[src/rtl/count_sched_pkg.sv]
// Shared definitions for the count scheduler: FSM state encoding and default sizing.
package count_sched_pkg;

  localparam int unsigned DefaultNreq = 2;
  localparam int unsigned DefaultW    = 4;

  // Binary-encoded scheduler states.
  typedef enum logic [1:0] {
    StIdle  = 2'd0,
    StGrant = 2'd1,
    StRun   = 2'd2,
    StDone  = 2'd3
  } sched_state_e;

endpackage

[src/rtl/rr_arbiter.sv]
// Combinational round-robin arbiter.
// Ports:
//   req     : request vector, one bit per requester
//   ptr     : index of the highest-priority requester this round
//   gnt     : one-hot winner (all-zero when no request)
//   gnt_idx : binary index of the winner (0 when no request)
module rr_arbiter #(
  parameter int unsigned NREQ = 2
) (
  input  logic [NREQ-1:0]         req,
  input  logic [$clog2(NREQ)-1:0] ptr,
  output logic [NREQ-1:0]         gnt,
  output logic [$clog2(NREQ)-1:0] gnt_idx
);

  localparam int unsigned PtrW = $clog2(NREQ);

  int unsigned idx;
  logic        found;

  // Scan from ptr upwards, wrapping; first asserted request wins.
  always_comb begin
    gnt     = '0;
    gnt_idx = '0;
    found   = 1'b0;
    idx     = 0;
    for (int unsigned i = 0; i < NREQ; i++) begin
      idx = (32'(ptr) + i) % NREQ;
      if (!found && req[idx]) begin
        found    = 1'b1;
        gnt[idx] = 1'b1;
        gnt_idx  = idx[PtrW-1:0];
      end
    end
  end

endmodule

[src/rtl/count_scheduler.sv]
// Shares one W-bit up-counter between NREQ requesters. A round-robin winner is
// picked in IDLE, the counter is cleared in GRANT, counts up in RUN until it
// reaches the latched run length, and DONE pulses done to the owner for one cycle.
// Ports:
//   clk   : rising-edge clock
//   reset : synchronous, active-low reset
//   req   : level request per requester
//   len   : run length per requester, slice i = len[i*W +: W]
//   grant : one-hot owner of the counter, zero when idle
//   busy  : counter currently owned
//   count : shared counter value
//   done  : one-cycle completion pulse to the owner
module count_scheduler
  import count_sched_pkg::*;
#(
  parameter int unsigned NREQ = DefaultNreq,
  parameter int unsigned W    = DefaultW
) (
  input  logic              clk,
  input  logic              reset,
  input  logic [NREQ-1:0]   req,
  input  logic [NREQ*W-1:0] len,
  output logic [NREQ-1:0]   grant,
  output logic              busy,
  output logic [W-1:0]      count,
  output logic [NREQ-1:0]   done
);

  localparam int unsigned PtrW = $clog2(NREQ);

  sched_state_e      state_q;
  logic [PtrW-1:0]   owner_q;
  logic [PtrW-1:0]   ptr_q;
  logic [W-1:0]      term_q;
  logic [W-1:0]      count_q;
  logic [NREQ-1:0]   grant_q;
  logic [NREQ-1:0]   done_q;

  logic [NREQ-1:0]   arb_gnt;
  logic [PtrW-1:0]   arb_idx;
  logic [PtrW-1:0]   ptr_next;
  logic [W-1:0]      count_inc;

  rr_arbiter #(
    .NREQ (NREQ)
  ) u_arb (
    .req     (req),
    .ptr     (ptr_q),
    .gnt     (arb_gnt),
    .gnt_idx (arb_idx)
  );

  // Priority moves to the requester just after the current owner.
  assign ptr_next  = (owner_q == PtrW'(NREQ - 1)) ? '0 : owner_q + PtrW'(1);
  assign count_inc = count_q + W'(1);

  always_ff @(posedge clk) begin
    if (!reset) begin
      state_q <= StIdle;
      owner_q <= '0;
      ptr_q   <= '0;
      term_q  <= '0;
      count_q <= '0;
      grant_q <= '0;
      done_q  <= '0;
    end else begin
      done_q <= '0;
      unique case (state_q)
        StIdle: begin
          if (|req) begin
            // count is cleared on entry so it already reads 0 during GRANT.
            owner_q <= arb_idx;
            term_q  <= len[arb_idx*W +: W];
            grant_q <= arb_gnt;
            count_q <= '0;
            state_q <= StGrant;
          end
        end
        StGrant: begin
          if (!req[owner_q]) begin
            // Abandoned: release without a done pulse, count holds.
            grant_q <= '0;
            ptr_q   <= ptr_next;
            state_q <= StIdle;
          end else begin
            count_q <= '0;
            if (term_q == '0) begin
              done_q  <= grant_q;
              state_q <= StDone;
            end else begin
              state_q <= StRun;
            end
          end
        end
        StRun: begin
          if (!req[owner_q]) begin
            grant_q <= '0;
            ptr_q   <= ptr_next;
            state_q <= StIdle;
          end else begin
            count_q <= count_inc;
            if (count_inc == term_q) begin
              done_q  <= grant_q;
              state_q <= StDone;
            end
          end
        end
        StDone: begin
          // Run already complete; a req drop here does not cancel the pulse.
          grant_q <= '0;
          ptr_q   <= ptr_next;
          state_q <= StIdle;
        end
        default: begin
          grant_q <= '0;
          state_q <= StIdle;
        end
      endcase
    end
  end

  assign grant = grant_q;
  assign busy  = (state_q != StIdle);
  assign count = count_q;
  assign done  = done_q;

endmodule
[config.mk]
export PLATFORM = sky130hd
export DESIGN_NAME = count_scheduler
export DESIGN_NICKNAME = d
export VERILOG_FILES = /design/src/rtl/count_sched_pkg.sv /design/src/rtl/rr_arbiter.sv /design/src/rtl/count_scheduler.sv
export SDC_FILE = /design/constraint.sdc
export NUM_CORES = 1
export LEC_CHECK = 0
export CORE_ASPECT_RATIO = 0.9
export CORE_MARGIN = 3
export CORE_UTILIZATION = 46
export CTS_BUF_LIST = sky130_fd_sc_hd__clkbuf_4
export CTS_CLUSTER_SIZE = 40
export DETAILED_ROUTE_END_ITERATION = 8
export GPL_TIMING_DRIVEN = 0
export PLACE_DENSITY = 0.82
export SLEW_MARGIN = 20
export SYNTH_ARGS = -nofsm -noshare
export SYNTH_HDL_FRONTEND = slang
export SYNTH_SLANG_ARGS = --single-unit
[constraint.sdc]
create_clock -name clk -period 1.55 [get_ports clk]
set_input_delay 0.31 -clock clk [delete_from_list [all_inputs] [get_ports clk]]
set_output_delay 0.31 -clock clk [all_outputs]
set_load 0.005 [all_outputs]
After elaboration in Yosys (flattened, before gate mapping) --
Cells that the tools add are included.
Cells by class: multiplexer cells 36, bitwise gates (word level) 1, shifts and indexed selects 1, divide/modulo/power cells 0, add/sub/neg operators 3, $lt $le $gt $ge 5, multipliers 0, eq/ne operators 9, reduce and logical (&&, ||, !) cells 16
Operator list (count):
- 2-bit two-way mux | 12
- 1-bit two-way mux | 14
- 4-bit two-way mux | 3
- 4-bit case mux with 3 select lines | 1
- 2-bit inequality test (second input constant) | 4
- 2-bit case mux with 4 select lines | 1
- 2-bit AND reduction | 4
- 8-bit by 4-bit indexed part select with 4-bit output | 1
- 1-bit by 2-bit < comparator with 1-bit output (second input constant) | 3
- 2-bit case mux with 3 select lines | 1
- 4-bit by 1-bit adder with 4-bit output (second input constant) | 1
- 2-bit == test (second input constant) | 2
- 4-bit == test | 1
- 4-bit zero test | 1
- 2-bit case mux with 2 select lines | 1
- 4-bit AND reduction | 1
- 2-bit nonzero test | 2
- 2-bit OR reduction | 2
- 1-bit logical AND | 3
- 3-bit inequality test (second input constant) | 1
- 3-bit nonzero test | 1
- 1-bit adder (second input constant) | 2
- 1-bit demux with 1-bit select | 2
- 2-bit by 1-bit == test with 1-bit output (second input constant) | 1
- other kinds (5) | 6
Word-level totals: memories kept 0, word-level logic and storage cells 78, memory bits (writable) 0, bits in registers 16, input port bits 12, output and inout bits 9, latch bits 0, ROM bits 0

Depth between registers and ports, before layout --
depth after elaboration 9, gate-level depth with buffers 8, mapped depth without buffers 7

Cells and area by module --
From an unflattened synthesis, not the netlist that was laid out.
Unflattened totals: cell total of the unflattened synthesis 110, area, all modules 983.4 um^2
Modules (own cells, without submodules):
- count_scheduler | cells each 106, seq. area each 320.3 um^2, area each 953.4 um^2, instances 1
- rr_arbiter | cells each 4, seq. area each 0.0 um^2, area each 30.0 um^2, instances 1

Worst setup path before layout --
Ideal clock, no wire load.
path type register to register, from register state_q[0], to register count_q[1], in the netlist count[1], required time 1422 ps, clock period less this slack 1597 ps, stages on the path, launching flop included 9, slack -47 ps, path buffers 1, arrival 1470 ps, library setup time 128 ps, cell sequence dfxtp_1 > inv_1 > ha_1 > buf_2 > or3_1 > o211ai_2 > nor2_1 > a21oi_1 > nor2_1
Between the ends: longest elaborated chain between the ends 3, elaborated cells on any way between the ends 9, classes of those cells 5 x eq/ne; 1 x mux; 3 x reduce/logical
Ends and longest elaborated chain:
- from (decl) | line count_scheduler.sv:31 | sched_state_e state_q;
- from (signal assigned) | line count_scheduler.sv:59 | state_q <= StIdle;
- from (signal assigned) | line count_scheduler.sv:76 | state_q <= StGrant;
- from (signal assigned) | line count_scheduler.sv:84 | state_q <= StIdle;
- 2-bit by 1-bit == test with 1-bit output (tied with other cells) | line count_scheduler.sv:68 | unique case (state_q)
- 2-bit inequality test (no source line) / 3-bit nonzero test (equally long branches)
- 4-bit AND reduction (no source line)
- to (signal assigned) | line count_scheduler.sv:101 | count_q <= count_inc;
- to (decl) | line count_scheduler.sv:35 | logic [W-1:0] count_q;
Parallel ways exist; a longest one is shown, timed or not. A chain may end at the register's enable or synchronous reset.

Final worst setup path --
from register state_q[1], to register count_q[1], in the netlist count[1]
Same word-level chain as after synthesis.

==> run summary <==
Worst Skew - 4.78 ps
Mapped cell area - 893 um2
ANT cells - 0
Dominant cells by area after synthesis - dfxtp_1 36%, nor2_1 8.4%, ha_1 7.0%
Hold crit path type - reg -> reg
Fin nets - 162
First-pass GRT wire length - 3.45 mm
Crit-path cells - buf_4 > ha_4 > or3_4 > o211ai_4 > nor2_1 > a21oi_1 > nor2_1
CP endpoint kind - flip-flop
Post-DP Area - 0.00112 mm2
FF+latch area - 337 um2
Clock Tree Root - clkbuf_4
Iteration-0 DRC Markers - 21
Die area - 0.00251 mm2
Post-detailed-route wirelength per cell - 14.0 um
Starting Density - 51.0%
Final Non-Filler Cells - 168
Status - finished, violations left
Async set-reset flop share out of synthesis - 0%
Ys Warns - 0
Mean Syn Cell Area - 8.12 um2
Pwr Density - 774 mW/mm2
Avg Vias per Cell - 5.40
Achievable frequency - 0.638 GHz
WP data required - 1730 ps
Pre-antenna DRT Iters - 4
RD Place Congestion - 0.866
Most frequent CP cell - nor2_1
RR Startpoint - state_q[1]
# fillers - 135
Worst-Margin Slew - 452 ps
Failing checks - setup timing
Crit path arrival time - 1740 ps
Htree depth - 1
Die W - 52.5 um
Worst-path clk slew - 100 ps
Worst Setup Start Kind - flip-flop
Synth area leader - dfxtp_1
PortBufs - 20
Hold Crit Depth - 1
Max incr delay on CP - 400 ps
Core Area - 0.00175 mm2
Post-cts hold buffer count - 0
Max-slew headroom - 69.9%
FP Rows - 14
Placed cells - 154
CP top delay family - simple AND/OR/NAND/NOR gates
Worst-path fanout max - 6
CP bufs+invs - 1
CTS sink count - 16
Post-synth top area share - 35.9%
Slowest-stage cell, CP - or3_4
Initial antenna violation count - 0
Syn nets - 127
Clock buffer count from CTS - 3
WS Path Type - reg -> reg
Gate count after technology mapping - 110
Final-report setup violation count - 3
Pins Over Slew Limit - 0
Most common cell in the netlist - nor2_1
WHS Endpoint - done[1]
Final Hold Vio Count - 0
ANT nets after route - 0
Routed WL - 2.36 mm
Vias in the first global route - 823
Largest net degree at the start of global routing - 11
Fin crit share - 101%
Max clock buf depth - 2
R2r setup slk - -20 ps
Placement Setup Slack - -338 ps
Worst vdd ir - 0.608 mV
P&R area growth vs syn - 49.3%
Ys flop type - dfxtp_1
Reg2Reg Depth - 7
Unrepaired setup endpoints after global routing - yes
R2r endpoint - count[1]
CTS tree - done
Clk Latency, worst-skew pair - 290 ps
Synth top cells by count - 20 x nor2_1, 16 x dfxtp_1, 14 x nand2_1
Via count - 908
Remaining Overflow, GRT - 0
Pleak - 0.000533 uW
Share of post-route cells with drive strength above 1 - 28.5%
Number of distinct library cells after synthesis - 32
HP Start - grant[1]
# DRC - 0
FF+latch count, synth - 16
Final HPWL from detailed placement - 1.52 mm
Maximum capacitance violations - 0
Setup ws final - -18.1 ps
Fin crit period - 1570 ps
I/O Pins - 21
Multi-input logic area - 632 um2
Post-Layout Inst Area - 0.00133 mm2
Post-synthesis sequential area ratio - 35.9%
Die Y-Extent - 47.8 um
EDFF count, synth - 0
Gr usage total - 18.9%
[timing repair]
item	in CTS	in global routing
pin swaps	1	11
setup buffers	3	8
gates resized for setup	14	19
endpoints found under the setup margin	16	15
gates cloned	0	0
[power by group]
part | internal (uW) | total, uW | switching (uW)
clock network | 93.8 | 233 | 139
logic | 168 | 333 | 165
registers | 439 | 467 | 27.6
[registers in the layout, indices dropped and copies added, names as in the netlist]
signal	cells
owner_q	1
grant	2
term_q	4
state_q	2
done	2
ptr_q	1
count	4
[per-layer routing]
metal / up-vias / share of wire (%) / track usage (%) / routed length, um
met4: 0 / 0 / 5.61 / 0
met2: 37 / 51 / 33.7 / 1190
met3: 0 / 6.4 / 7.17 / 151
met5: - / 0 / 0 / 0
met1: 415 / 43 / 21.5 / 1010
li1: 456 / - / - / -
[area by class of cell]
class	count	area share (%)
Sequential cell	16	25.2
Inverter	6	2.06
Timing Repair Buffer	31	20.8
Clock buffer	3	1.69
Tap cell	24	2.25
Clock inverter	1	0.281
Multi-Input combinational cell	86	47.4
Buffer	1	0.281
[worst reg2reg max path, cell delays in order (launching register included)]
cell	delay (ps)
dfxtp_2	350
buf_4	150
ha_4	180
or3_4	400
o211ai_4	120
nor2_1	80
a21oi_1	120
nor2_1	50
[how the worst max path moves through the flow]
stage                          start        to  slack (ps)  cells after the start
final                     state_q[1]  count[1]         -20                      7
after floorplan           state_q[0]  count[1]           7                      8
after global placement        req[0]  grant[1]        -320                      6
after detailed placement      req[0]  grant[1]        -340                      6
after global routing      state_q[1]  count[1]        -100                      7
after CTS                 state_q[0]      busy          -2                      4
[stage by stage]
step           setup TNS [ps]  total power, uW  utilization, %  hold WS (ps)
2_1_floorplan               0              643               -           423
3_3_place_gp            -2590              723            64.2           472
3_5_place_dp            -2950              730            64.2           487
4_1_cts                 -1.95              985            68.9           510
5_1_grt                  -278             1090            76.1           520
6_report                -32.6             1030            76.1           503
[cell usage in the layout (no fill, tap or decap), types with 2 or more instances in the layout]
master and count:
clkbuf_4 3, o21ai_0 2, inv_1 3, nor4_1 2, a311oi_1 4, nor2_2 2
xnor2_1 3, dfxtp_1 9, nor2b_1 2, nand2_1 14, nor3_1 2, a32oi_1 2
inv_4 2, and2_1 2, mux2i_1 2, buf_4 11, dfxtp_4 3, nand3_2 2
dfxtp_2 4, a21oi_1 7, ha_4 4, clkdlybuf4s50_1 19, xor2_1 2, nor2_1 18
[logic make-up (layout without fill, tap and decap cells)]
kind of cell | Yosys count | count (layout) | share of synthesized area, %
simple gates | 50 | 50 | 26.2
compound gates | 22 | 22 | 17.6
flops | 16 | 16 | 35.9
buf+inv | 8 | 42 | 3.50
xor+xnor | 6 | 6 | 5.88
fa+ha+maj | 5 | 5 | 7.00
mux | 3 | 3 | 3.92
Note: power is estimated with default switching activity, not from simulation.
